[config.mk]
export PLATFORM = sky130hd
export DESIGN_NAME = passgate_sel_ctrl
export DESIGN_NICKNAME = d
export VERILOG_FILES = /design/src/rtl/passgate_sel_pkg.sv /design/src/rtl/sel_dead_timer.sv /design/src/rtl/passgate_sel_ctrl.sv
export SDC_FILE = /design/constraint.sdc
export NUM_CORES = 1
export LEC_CHECK = 0
export BUFFER_PORTS_ARGS = -buffer_cell sky130_fd_sc_hd__buf_4
export CAP_MARGIN = 30
export CORE_MARGIN = 4
export CORE_UTILIZATION = 55
export DETAILED_ROUTE_END_ITERATION = 8
export PLACE_DENSITY = 0.73
export SLEW_MARGIN = 5
export SYNTH_ARGS = -nofsm -noshare
export SYNTH_HDL_FRONTEND = slang
export SYNTH_SLANG_ARGS = --single-unit
[constraint.sdc]
create_clock -name clk -period 3.6 [get_ports clk]
set_clock_uncertainty 0.1 [all_clocks]
set_input_delay 0.54 -clock clk [delete_from_list [all_inputs] [get_ports clk]]
set_output_delay 0.54 -clock clk [all_outputs]
set_load 0.1 [all_outputs]
[src/rtl/passgate_sel_pkg.sv]
// passgate_sel_pkg: state encoding, parameter limits and select decode shared by the select sequencer
package passgate_sel_pkg;
  typedef enum logic [1:0] {IDLE = 2'd0, DEAD = 2'd1, DRIVE = 2'd2} state_t;
  localparam int DEAD_MIN = 1;
  localparam int DEAD_MAX = 15;
  localparam int HOLD_MIN = 1;
  localparam int HOLD_MAX = 255;
  function automatic logic [1:0] onehot(input logic s);
    return s ? 2'b10 : 2'b01;
  endfunction
endpackage

[src/rtl/sel_dead_timer.sv]
// sel_dead_timer: loadable down-counter whose done flag is high once it has counted out
module sel_dead_timer #(
  parameter int W = 8
) (
  input  logic         clk,
  input  logic         rst_n,
  input  logic         load,
  input  logic [W-1:0] load_val,
  output logic         done
);
  logic [W-1:0] cnt;
  always_ff @(posedge clk or negedge rst_n)
    if (!rst_n) cnt <= '0;
    else if (load) cnt <= load_val;
    else if (cnt != '0) cnt <= cnt - 1'b1;
  assign done = cnt == '0;
endmodule

[src/rtl/passgate_sel_ctrl.sv]
// passgate_sel_ctrl: break-before-make arbiter driving a two-input pass-gate mux select and driver enables
module passgate_sel_ctrl
  import passgate_sel_pkg::*;
#(
  parameter int DEAD_CYCLES = 2,
  parameter int MIN_HOLD    = 4
) (
  input  logic       clk,
  input  logic       rst_n,
  input  logic [1:0] req,
  output logic       mux_sel,
  output logic [1:0] drv_en,
  output logic [1:0] grant,
  output logic       busy,
  output logic [7:0] switch_cnt
);
  if (DEAD_CYCLES < DEAD_MIN || DEAD_CYCLES > DEAD_MAX) begin : g_bad_dead
    $error("DEAD_CYCLES out of range");
  end
  if (MIN_HOLD < HOLD_MIN || MIN_HOLD > HOLD_MAX) begin : g_bad_hold
    $error("MIN_HOLD out of range");
  end
  state_t     state, nstate;
  logic       nsel, base_sel, last_gnt, win;
  logic       dead_done, hold_done, dead_load, enter_drive;
  logic [1:0] drv_nxt;
  assign win = &req ? ~last_gnt : req[1];
  assign dead_load = nsel != mux_sel;
  assign enter_drive = nstate == DRIVE && state != DRIVE;
  sel_dead_timer #(.W(8)) u_dead (
    .clk(clk), .rst_n(rst_n), .load(dead_load),
    .load_val(8'(DEAD_CYCLES - 1)), .done(dead_done)
  );
  sel_dead_timer #(.W(8)) u_hold (
    .clk(clk), .rst_n(rst_n), .load(enter_drive),
    .load_val(8'(MIN_HOLD - 1)), .done(hold_done)
  );
  always_ff @(posedge clk or negedge rst_n)
    if (!rst_n) begin
      state      <= IDLE;
      mux_sel    <= 1'b0;
      drv_en     <= 2'b00;
      busy       <= 1'b0;
      last_gnt   <= 1'b1;
      base_sel   <= 1'b0;
      switch_cnt <= 8'd0;
    end else begin
      state   <= nstate;
      mux_sel <= nsel;
      drv_en  <= drv_nxt;
      busy    <= nstate != IDLE;
      if (dead_load && state != DEAD) base_sel <= mux_sel;
      if (enter_drive) last_gnt <= nsel;
      if (enter_drive && state == DEAD && mux_sel != base_sel && switch_cnt != 8'hff)
        switch_cnt <= switch_cnt + 8'd1;
    end
  // every select toggle lands in DEAD; the drivers stay off until the timer counts out
  always_comb begin
    nstate = state;
    nsel   = mux_sel;
    case (state)
      IDLE:
        if (req != 2'b00) begin
          nstate = win == mux_sel ? DRIVE : DEAD;
          nsel   = win;
        end
      DEAD:
        if (dead_done) begin
          if (req[mux_sel]) nstate = DRIVE;
          else if (req[~mux_sel]) nsel = ~mux_sel;
          else nstate = IDLE;
        end
      DRIVE:
        if (hold_done) begin
          if (req[~mux_sel]) begin
            nstate = DEAD;
            nsel   = ~mux_sel;
          end else if (!req[mux_sel]) nstate = IDLE;
        end
      default: nstate = IDLE;
    endcase
  end
  always_comb drv_nxt = nstate == DRIVE ? onehot(nsel) : 2'b00;
  assign grant = drv_en;
endmodule

# --- Word-level counts from Yosys, hierarchy flattened ---
# Index checks and enable logic that the tools add are counted.
totals:
  elab_cells: 66
  out_inout_bits: 14
  ff_bits: 32
op_classes:
  bitwise_logic: 2
  n_mux: 26
  reduce_logical: 15
  n_eq_ne: 9
  magnitude_cmp: 2
  addsub: 3
ops:
  columns: ["op", "n"]
  rows:
  - ["two-way mux 8 bit", 4]
  - ["two-way mux 2 bit", 10]
  - ["zero test 8 bit", 2]
  - ["nonzero test 8 bit", 2]
  - ["subtractor 8 x 1 -> 8 bit (second input constant)", 2]
  - ["two-way mux 1 bit", 10]
  - ["adder 8 x 1 -> 8 bit (second input constant)", 1]
  - ["!= test 8 bit (second input constant)", 1]
  - ["nonzero test 2 bit", 4]
  - ["one-hot mux 2 bit (3 select lines)", 1]
  - ["logical AND 1 bit", 5]
  - ["== test 2 bit (second input constant)", 2]
  - ["less-than comparator 1 x 2 -> 1 bit (second input constant)", 2]
  - ["one-hot mux 1 bit (3 select lines)", 1]
  - ["== test 2 x 1 -> 1 bit (second input constant)", 1]
  - ["zero test 2 bit", 1]
  - ["!= test 1 bit", 2]
  - ["!= test 2 x 1 -> 1 bit (second input constant)", 1]
  - ["!= test 2 bit (second input constant)", 1]
  - ["NOT 1 bit", 2]
  - ["AND reduction 2 bit", 1]
  - ["== test 1 bit", 1]

# --- Depth between registers and ports, before layout ---
# Gate-level depths: netlist of the first run.
logic_depth:
  ltp_word: 12
  depth_mapped: 8
  depth_no_buf: 7

# --- Modules after synthesis ---
# Synthesis of the first run repeated with hierarchy kept, for this count alone.
unflattened:
  hier_cells: 216
  area_unflattened_um2: 1980.6
modules_own_cells:
  columns: ["module", "n_inst", "area_each_um2", "cells_per_inst"]
  rows:
  - ["passgate_sel_ctrl", 1, 1027.2, 108]
  - ["sel_dead_timer", 2, 476.7, 54]

# --- Least setup slack after synthesis of the first run ---
# No wires, ideal clock.
synth_path:
  kind: "register to register"
  startpoint: "register mux_sel"
  endpoint: "register last_gnt"
  path_slack_ns: 1.014
  t_arrival_ns: 2.404
  required_time_ns: 3.418
  stages_incl_launch_ff: 7
  synth_period_minus_slack_ns: 2.586
  cell_sequence: "dfrtp_1 > buf_2 > inv_1 > o21ai_0 > nand3_1 > a21oi_1 > mux2_2"
synth_via:
  elab_chain_cells: 8
  word_cells_on_any_way: 23
synth_lines:
  columns: ["element", "line_no", "rtl"]
  rows:
  - ["from (decl)", "passgate_sel_ctrl.sv:11", "output logic mux_sel,"]
  - ["from (signal assigned)", "passgate_sel_ctrl.sv:49", "mux_sel <= nsel;"]
  - ["two-way mux 1 bit (on tied branches) (2 in series)", null, null]
  - ["two-way mux 2 bit (on tied branches)", "passgate_sel_ctrl.sv:78, passgate_sel_ctrl.sv:70", null]
  - ["two-way mux 2 bit (on tied branches)", "passgate_sel_ctrl.sv:75, passgate_sel_ctrl.sv:69", null]
  - ["two-way mux 2 bit (on tied branches)", "passgate_sel_ctrl.sv:74, passgate_sel_ctrl.sv:68", null]
  - ["one-hot mux 2 bit (3 select lines)", "passgate_sel_ctrl.sv:61", "case (state)"]
  - ["== test 2 bit", "passgate_sel_ctrl.sv:29", "assign enter_drive = nstate == DRIVE && state != DRIVE;"]
  - ["logical AND 1 bit", "passgate_sel_ctrl.sv:29", null]
  - ["to (signal assigned)", "passgate_sel_ctrl.sv:53", "if (enter_drive) last_gnt <= nsel;"]
  - ["to (decl)", "passgate_sel_ctrl.sv:24", "logic nsel, base_sel, last_gnt, win;"]
# Parallel ways exist; a longest one is shown, timed or not. The select of a mux whose other input is x is not followed.
# A chain may end at the register's enable or synchronous reset.

# --- Worst setup path after layout of the first run ---
layout_path:
  startpoint: "register u_dead.cnt[0]"
  endpoint: "register last_gnt"
layout_via:
  elab_chain_cells: 5
  word_cells_on_any_way: 7
layout_lines:
  columns: ["element", "line_no", "rtl"]
  rows:
  - ["from (decl)", "sel_dead_timer.sv:11", "logic [W-1:0] cnt;"]
  - ["from (signal assigned)", "sel_dead_timer.sv:14", "else if (load) cnt <= load_val;"]
  - ["from (signal assigned)", "sel_dead_timer.sv:15", "else if (cnt != '0) cnt <= cnt - 1'b1;"]
  - ["zero test 8 bit *", "sel_dead_timer.sv:16", "assign done = cnt == '0;"]
  - ["two-way mux 2 bit", "passgate_sel_ctrl.sv:68", "if (dead_done) begin"]
  - ["one-hot mux 2 bit (3 select lines)", "passgate_sel_ctrl.sv:61", null]
  - ["== test 2 bit", "passgate_sel_ctrl.sv:29", null]
  - ["logical AND 1 bit", "passgate_sel_ctrl.sv:29", null]
# Mark *: on every way between the ends. The rest lies on a longest branch, timed or not.

==> results.json, run 1 <==
{
  "endpoint_kind": "register",
  "clockBufferDepth": 2,
  "slew_headroom_pct": 59.1,
  "avgRoutedWirePerCell_microns": 14.4,
  "crit_type": "reg2reg",
  "grt_use_met3_pct": 4.62,
  "cts_tree": "yes",
  "port_buffers": 17,
  "layout_setup_ws_ns": 0.883,
  "coreArea_sq_um": 3130,
  "dp_cells": 247,
  "start_util_pct": 58.6,
  "postLayoutCoreUtil_pct": 65.3,
  "wirelength_microns": 3680,
  "fin_crit_sh_pct": 75.5,
  "status": "finished clean",
  "grt_usage_pct": 19.9,
  "place_ws_ns": 0.884,
  "place_congestion": 0.833,
  "hold_ws_ns": 0.0183,
  "power_density_nw_per_um2": 897,
  "yosysSeqAreaShare_pct": 43.7,
  "via_per_inst": 5.82,
  "met1_usage_pct": 24.6,
  "vias": 1483,
  "ys_ff_latch": 32,
  "drcViolationCount": 0,
  "ys_warn_count": 0,
  "worst_slew_pin_slew_ns": 0.613,
  "cts.repair.resized": 0,
  "gr-total-overflow": 0,
  "post-dp-hpwl_microns": 2730,
  "fmax_mhz": 368,
  "layout.nets": 219,
  "critical_path.max_fanout": 7,
  "cp-start-kind": "register",
  "dieHeight_microns": 65.8,
  "postSynthAreaPerCell_sq_um": 9.50,
  "slowest_stage": "or4b_4",
  "synthDistinctLibCells": 45,
  "areaGrowthSynthToFinish_pct": 11.4,
  "cts_sinks": 32,
  "cts_hold_buffers": 0,
  "rows": 20,
  "rsz0062_at_grt": "no",
  "cp_data_required_time_ns": 3.77,
  "setup_violations": 0,
  "hold_class": "in2async",
  "cts_root_buf": "clkbuf_4",
  "num_io_pins": 18,
  "synth_nets": 202,
  "period_minus_slack_ns": 2.72,
  "clk_pin_slew_ns": 0.10,
  "met2_usage_pct": 33.5,
  "h-tree-depth": 2,
  "syn_area_sq_um": 1830,
  "stdcell_count": 255,
  "die_area_sq_um": 4320,
  "grt_busiest_layer": "met2",
  "postPlaceCellArea_sq_um": 1970,
  "final_cell_area_sq_um": 2040,
  "drive_above_1_share_pct": 17.1,
  "cts_buffers": 5,
  "p_leak_nw": 0.899,
  "crit_chain": "inv_1 > ha_1 > or4b_4 > nor2_4 > nand3_1 > a21oi_1 > mux2_2",
  "insertedDiodeCount": 0,
  "hold_violations": 0,
  "netlist_instances": 193,
  "dr.pass1.iters": 4,
  "fin_setup_tns_ns": 0,
  "grt_first_pass_wirelength_microns": 6640,
  "grt_pass1_vias": 1482,
  "maxCapViolations": 0,
  "ant_nets": 0,
  "ir_drop_mv": 0.434,
  "post_cts_buffers": 0,
  "worstSkewPairLatency_ns": 0.34,
  "antenna_found_initial": 0,
  "die_w_microns": 65.8,
  "rr_worst_depth": 7,
  "maxSlewViolCount": 0,
  "drtIter0Drc": 129,
  "slowest_delay_ns": 0.54,
  "grt_max_degree": 33,
  "total_power_mw": 1.83,
  "cp.arrival_ns": 2.89
}
-- cell usage after synthesis (all sizes together) --
master	count	area (sq um)
nand2b	6	37.5
o21ai	5	25.0
inv	8	30.0
nor4b	1	8.76
clkbuf	3	11.3
nand4	2	12.5
a211oi	1	7.51
or2	3	18.8
or4b	2	23.8
ha	5	62.6
o31ai	1	7.51
nor2	18	75.1
a2111oi	1	27.5
mux2i	3	30.0
o21a	3	22.5
o2111ai	2	17.5
or3	7	43.8
dfrtp	31	776
mux2	4	45.0
a31oi	3	18.8
a21oi	14	70.1
a21boi	2	15.0
buf	4	31.3
o211ai	4	30.0
nand3b	3	22.5
a21o	2	15.0
o22a	1	8.76
nand3	3	15.0
xor2	1	8.76
dfstp	1	26.3
nor3b	1	7.51
nand4b	1	8.76
xnor2	9	78.8
nor4	3	33.8
nand2	23	86.3
o32ai	1	16.3
and2	1	6.26
nor3	8	40.0
nor2b	2	12.5
-- cells by family (layout without fill, tap and decap cells) --
group	Yosys count	after routing	synth area share [%]
multiplexers	7	7	4.09
adder cells (fa/ha/maj)	5	5	3.41
AO/OA/AOI/OAI	40	40	15.3
flip-flops	32	32	43.7
buffers and inverters	15	33	3.96
XOR/XNOR	10	10	4.78
AND/OR/NAND/NOR	84	84	24.7
-- placed cells by master (no fill, tap or decap), types with 6 or more instances in the layout --
cell      count
dfrtp_1      31
nor3_1        8
nor2_1       17
inv_1         8
a21oi_1      14
nand2_1      23
nand2b_1      6
buf_4        17
or3_1         7
xnor2_1       9
-- sequential cells by signal (all words and copies together) (netlist names) --
register    flops
switch_cnt      8
u_dead.cnt      8
u_hold.cnt      8
drv_en          2
state           2
base_sel        1
busy            1
last_gnt        1
mux_sel         1
-- power breakdown --
group	internal, mW	switching, mW	leakage (nW)
Clock	0.115	0.121	0.0386
Combinational	0.335	0.632	0.456
Sequential	0.485	0.145	0.405
Total	0.935	0.898	0.899
-- worst max-delay path, delay by kind of cell, from the launching register on --
| family | cells | cell delay, ns |
|---|---|---|
| multiplexers | 1 | 0.40 |
| buffers and inverters | 1 | 0.10 |
| AND/OR/NAND/NOR | 3 | 0.91 |
| AO/OA/AOI/OAI | 1 | 0.54 |
| flip-flops | 1 | 0.42 |
| adder cells (fa/ha/maj) | 1 | 0.19 |
-- worst paths after layout --
kind / startpoint / slack [ns] / endpoint
max reg2reg: u_dead.cnt[0] / 0.88 / last_gnt
max in group asynchronous: rst_n / 3.05 / last_gnt
min reg2reg: switch_cnt[5] / 0.44 / switch_cnt[5]
min in group clk: switch_cnt[5] / 0.44 / switch_cnt[5]
max: u_dead.cnt[0] / 0.88 / last_gnt
min: rst_n / 0.02 / u_dead.cnt[7]
-- final cells by class --
type	count	area (sq um)
fill	266	1080
multi-input combinational	146	960
sequential	32	802
timing repair buffer	17	128
clock buffer	8	68.8
tap	44	55.1
inverter	8	30.0
-- layer usage --
metal	wire, microns	share of wire (%)
met4	44	1.2
met2	1810	49
met5	0	0
met3	166	4.5
met1	1660	45
No activity file was read; power rests on OpenSTA's default activity.
==> run 2, diff against run 1 <==
- clock period: 3.6 -> 2.8 ns (I/O delays scaled with it)
==> run 2 against run 1 <==
Clock-buffer cell count is 2 lower. First-iteration DRC count is 19% lower. Combinational power is 28% higher. Non-clock buffer count is 2 higher. Cell area is 0.49% higher. Total power is 27% higher. Worst setup slack worse by 0.65 ns. Critical path depth is 1 lower. Die area stayed put. Critical path type unchanged. Critical endpoint is now switch_cnt[1]. Highest routed layer unchanged.
==> results.json, run 2 (same netlist as run 1, synthesis figures left out) <==
{
  "post_cts_buffers": 0,
  "avgRoutedWirePerCell_microns": 13.8,
  "worstSkewPairLatency_ns": 0.34,
  "holdPathStages": 1,
  "clk_pin_slew_ns": 0.10,
  "via_per_inst": 5.72,
  "status": "finished clean",
  "drtIter0Drc": 104,
  "postPlaceCellArea_sq_um": 1980,
  "hold_end": "switch_cnt[4]",
  "critical_path.max_fanout": 6,
  "met3_length_microns": 209,
  "top_regs": "switch_cnt x8, u_dead.cnt x8, u_hold.cnt x8",
  "grt_pass1_vias": 1448,
  "final_cell_mix": "31 x dfrtp_1, 23 x nand2_1, 18 x buf_4",
  "start_util_pct": 58.6,
  "wl_met2_microns": 1670,
  "cts_tree": "yes",
  "die_w_microns": 65.8,
  "cts.repair.resized": 0,
  "crit_chain": "inv_1 > ha_1 > or4b_4 > a2111oi_4 > o21a_1 > mux2_2",
  "hold_class": "reg2reg",
  "r2r_setup_slack_ns": 0.24,
  "num_io_pins": 18,
  "power_density_nw_per_um2": 1140,
  "period_minus_slack_ns": 2.56,
  "coreArea_sq_um": 3130,
  "h-tree-depth": 2,
  "areaGrowthSynthToFinish_pct": 11.9,
  "slew_headroom_pct": 67.3,
  "wirelength_microns": 3550,
  "worst_slew_pin_slew_ns": 0.486,
  "final_common_cell": "dfrtp_1",
  "rows": 20,
  "top_layer": "met4",
  "endpoint_kind": "register",
  "antenna_found_initial": 0,
  "cts_buffers": 5,
  "setup_violations": 0,
  "hold_violations": 0,
  "wl_met1_microns": 1630,
  "ir_drop_mv": 0.568,
  "p_leak_nw": 0.908,
  "drcViolationCount": 0,
  "cts_root_buf": "clkbuf_4",
  "hold_start": "switch_cnt[4]",
  "gr-total-overflow": 0,
  "die_area_sq_um": 4320,
  "ant_nets": 0,
  "r2r-end": "switch_cnt[1]",
  "grt_usage_pct": 19.5,
  "dieHeight_microns": 65.8,
  "fill_cells": 264,
  "layout.nets": 221,
  "slowest_stage": "or4b_4",
  "maxSlewViolCount": 0,
  "place_congestion": 0.849,
  "cp.arrival_ns": 2.69,
  "rsz0062_at_grt": "no",
  "worstReg2RegStart": "u_dead.cnt[0]",
  "rr_worst_depth": 6,
  "crit_type": "reg2reg",
  "final_cell_area_sq_um": 2050,
  "cp_data_required_time_ns": 2.92,
  "port_buffers": 17,
  "cp-start-kind": "register",
  "fin_setup_tns_ns": 0,
  "cts_sinks": 32,
  "grt_max_degree": 33,
  "critPathBufInv": 1,
  "fin_crit_sh_pct": 91.5,
  "maxCapViolations": 0,
  "vias": 1470,
  "insertedDiodeCount": 0,
  "dr.pass1.iters": 4,
  "grt_first_pass_wirelength_microns": 6470,
  "fmax_mhz": 390,
  "slowest_delay_ns": 0.54,
  "post-dp-hpwl_microns": 2580,
  "clockBufferDepth": 2,
  "drive_above_1_share_pct": 17.8,
  "critPathTopFamily": "compound AO/OA/AOI/OAI gates"
}
run 2: changes by cell type in the layout (fill, tap and decap cells not counted):
cell / change
clkbuf_8: -1
buf_4: +1
clkinv_2: +2
clkbuf_1: -1
dlygate4sd3_1: +1
run 2: how the worst max path moves through the flow:
| stage | startpoint | endpoint | slack, ns | cells after the start |
|---|---|---|---|---|
| after global routing | u_hold.cnt[0] | u_dead.cnt[7] | 0.07 | 7 |
| after detailed placement | u_hold.cnt[0] | u_dead.cnt[7] | 0.22 | 7 |
| after CTS | u_hold.cnt[0] | u_dead.cnt[7] | 0.21 | 7 |
| after floorplan | mux_sel | last_gnt | 0.21 | 6 |
| final | u_dead.cnt[0] | switch_cnt[1] | 0.24 | 6 |
| after global placement | u_dead.cnt[0] | switch_cnt[1] | 0.31 | 6 |
run 2: per-stage QoR:
step                hold WS, ns  utilization (%)  power, mW  cells  setup slack (ns)
finish                    0.421             65.6       2.33    257             0.237
global route              0.452             65.6       2.53    257            0.0697
CTS                       0.427             65.6       2.35    257             0.207
detailed placement        0.283             63.4       2.06    248             0.219
global placement          0.271             63.4       2.02    248             0.307
floorplan                0.0244                -       1.81    193             0.214
run 2: area by class of cell:
cell class / instances / area, sq um / share of cell area [%]
clock buffers: 6 / 51.3 / 2.50
clock inverters: 2 / 10.0 / 0.488
inverters: 8 / 30.0 / 1.46
multi-input cells: 146 / 960 / 46.7
flip-flops and latches: 32 / 802 / 39.1
well taps: 44 / 55.1 / 2.68
repair buffers: 19 / 145 / 7.07
run 2: per-layer routing:
metal  track usage (%)  up-vias
met4              8.81        0
met2              29.5       46
met5                 0        -
met1              26.8      702
li1                  -      718
met3              3.93        4
run 2: where the power goes:
part / total (mW) / internal, mW / switching (mW)
sequential: 0.810 / 0.624 / 0.186
combinational: 1.24 / 0.438 / 0.807
clock: 0.276 / 0.119 / 0.157
total: 2.33 / 1.18 / 1.15
run 2: what timing repair did:
action / CTS / global route
endpoints found under the hold margin: 31 / 0
hold buffers: 1 / 0
setup endpoints to repair: 0 / 1
==> run 3, diff against run 2 <==
- ABC_AREA: unset -> 1
==> run 3 against run 2 <==
Clock power is essentially flat. Synthesized area grew 7.4%. Synthesized cell count grew 17%. Maximum frequency grew 20%. Global-route usage shrank 1.5 points. Worst setup slack gained 0.43 ns. Die area grew 6.5%. Sequential power shrank 2%. Flip-flop and latch count is the same. Largest power group unchanged.
==> results.json, run 3 <==
{
  "worstSkewPairLatency_ns": 0.34,
  "endpoint_kind": "register",
  "power_density_nw_per_um2": 1230,
  "ant_nets": 0,
  "rows": 21,
  "synth_commonest_cells": "40 x nand2_1, 31 x dfrtp_1, 22 x inv_1",
  "fin_crit_sh_pct": 76.3,
  "die_area_sq_um": 4600,
  "num_io_pins": 18,
  "final_cell_area_sq_um": 2170,
  "cts_tree": "yes",
  "worst_slew_pin_slew_ns": 0.488,
  "gr-total-overflow": 0,
  "synth_nets": 235,
  "cts_root_buf": "clkbuf_4",
  "ys_ff_latch": 32,
  "maxCapViolations": 0,
  "postSynthAreaPerCell_sq_um": 8.72,
  "holdPathStages": 2,
  "yosys.area.top_type": "dfrtp_1",
  "ys_warn_count": 0,
  "r2r-end": "base_sel",
  "rr_worst_depth": 11,
  "top_regs": "switch_cnt x8, u_dead.cnt x8, u_hold.cnt x8",
  "synth_ff_type": "dfrtp_1",
  "drive_above_1_share_pct": 28.5,
  "critical_path.max_fanout": 13,
  "clk_pin_slew_ns": 0.09,
  "cts_sinks": 32,
  "ys_async_sr_fraction_pct": 100,
  "coreArea_sq_um": 3390,
  "synth_edf_count": 0,
  "setup_violations": 0,
  "status": "finished clean",
  "final_cell_mix": "40 x nand2_1, 31 x dfrtp_1, 22 x inv_1",
  "dp_cells": 283,
  "cp-startpoint": "u_dead.cnt[0]",
  "crit_chain": "inv_1 > ha_1 > nand3_1 > nor2_4 > nand2_1 > nand3_1 > nand4_1 > nand2_4 > nand2_2 > nand2_1 > nand2_1",
  "total_power_mw": 2.67,
  "hold_violations": 0,
  "grt_pass1_vias": 1468,
  "layout.nets": 254,
  "synthDistinctLibCells": 34,
  "cp.arrival_ns": 2.27,
  "slowest_delay_ns": 0.39,
  "swShare_pct": 53.2,
  "p_leak_nw": 1.08,
  "start_util_pct": 58.1,
  "cts_buffers": 5,
  "insertedDiodeCount": 0,
  "drtIter0Drc": 60,
  "syn_area_sq_um": 1970,
  "final_common_cell": "nand2_1",
  "clockBufferDepth": 2,
  "yosys.area.top_type_share_pct": 39.4,
  "fmax_mhz": 468,
  "post_cts_buffers": 0,
  "grt_max_degree": 33,
  "worstReg2RegStart": "u_dead.cnt[0]",
  "p_clk_share_pct": 10.3,
  "netlist_instances": 226,
  "stdcell_count": 292,
  "grt_usage_pct": 18.0,
  "period_minus_slack_ns": 2.14,
  "cp_data_required_time_ns": 2.94,
  "hold_ws_ns": 0.375,
  "dieHeight_microns": 67.9,
  "power.switching_mw": 1.42,
  "cp-start-kind": "register",
  "place_congestion": 0.800,
  "areaGrowthSynthToFinish_pct": 10.0,
  "via_per_inst": 5.08,
  "pwr-share-seq_pct": 29.7,
  "fin_setup_tns_ns": 0,
  "crit_type": "reg2reg",
  "slew_headroom_pct": 67.4,
  "hold_class": "reg2reg",
  "die_w_microns": 67.9,
  "wirelength_microns": 3400,
  "synth_top_cells_by_area": "dfrtp_1 39%, nand2_1 7.6%, xor2_1 5.3%, nand3_1 4.3%, inv_1 4.2%",
  "yosysMostFrequentCell": "nand2_1",
  "fill_cells": 296,
  "antenna_found_initial": 0,
  "post-dp-hpwl_microns": 2560,
  "yosysSeqAreaShare_pct": 40.7,
  "slowest_stage": "dfrtp_1",
  "postPlaceCellArea_sq_um": 2100,
  "dr.pass1.iters": 4,
  "grt_first_pass_wirelength_microns": 6180,
  "vias": 1483,
  "ir_drop_mv": 0.941,
  "combPwrFrac_pct": 60.0,
  "internal_power_mw": 1.25,
  "rsz0062_at_grt": "no",
  "drcViolationCount": 0,
  "endpoint": "base_sel",
  "maxSlewViolCount": 0,
  "h-tree-depth": 2,
  "r2r_setup_slack_ns": 0.66,
  "avgRoutedWirePerCell_microns": 11.6,
  "cp_common_cell": "nand2_1",
  "port_buffers": 17
}
==> run 3: cell types whose count changed in the layout (fill, tap and decap cells not counted), moves of 7 or more <==
| cell | change |
|---|---|
| xor2_1 | +11 |
| nand3_1 | +14 |
| nor3_2 | +7 |
| a21oi_1 | -12 |
| inv_1 | +14 |
| nand2_2 | +9 |
| or3_1 | -7 |
| o21ai_2 | +9 |
| nand2_1 | +17 |
==> run 3: timing repair <==
item	4_1_cts	5_1_grt
gates resized for setup	0	0
endpoints found under the hold margin	31	0
hold buffers	1	0
==> run 3: power groups by stage <==
stage / clock network, mW / logic, mW / registers, mW
detailed placement: 0 / 1.61 / 0.800
CTS: 0.282 / 1.62 / 0.793
finish: 0.274 / 1.60 / 0.794
global placement: 0 / 1.60 / 0.799
global route: 0.302 / 1.77 / 0.820
floorplan: 0 / 1.13 / 1.03
==> run 3: routing by layer <==
| layer | wire [microns] | GRT usage (%) |
|---|---|---|
| met1 | 1590 | 22.5 |
| met2 | 1610 | 29.2 |
| met3 | 134 | 3.94 |
| met4 | 66 | 9.68 |
| met5 | 0 | 0 |
==> run 3: through the flow <==
step / utilization, % / setup slack, ns
finish: 64.0 / 0.664
CTS: 64.0 / 0.652
detailed placement: 61.9 / 0.665
floorplan: - / 0.418
global route: 64.0 / 0.410
global placement: 61.9 / 0.772
==> run 3: worst max-delay path, delay by kind of cell, from the launching register on <==
kind | cells | cell delay [ns]
buffers and inverters | 1 | 0.12
DFF | 1 | 0.39
adders and majority gates | 1 | 0.18
and+or+nand+nor | 9 | 1.22
==> run 3: cells by family after synthesis <==
group | after synthesis | share of synthesized area, %
adders and majority gates | 5 | 3.17
AOI/OAI and AO/OA | 21 | 7.94
xor gates and xnor gates | 18 | 8.38
muxes | 1 | 0.571
DFF | 32 | 40.7
and+or+nand+nor | 114 | 30.7
buffers and inverters | 35 | 8.51
==> run 3: final cells by class <==
type                            count  area, sq um  area share (%)
Multi-Input combinational cell    159         1000            46.2
Sequential cell                    32          802            37.0
Timing Repair Buffer               18          138            6.35
Inverter                           29          111            5.14
Clock buffer                        8         58.8            2.71
Tap cell                           46         57.6            2.65
==> run 3: how the worst min path moves through the flow <==
stage | start | slack, ns | to
2_1_floorplan | rst_n | 0.02 | base_sel
4_1_cts | last_gnt | 0.38 | last_gnt
5_1_grt | last_gnt | 0.43 | last_gnt
6_report | last_gnt | 0.38 | last_gnt
3_3_place_gp | rst_n | 0.28 | drv_en[0]
3_5_place_dp | rst_n | 0.28 | drv_en[0]
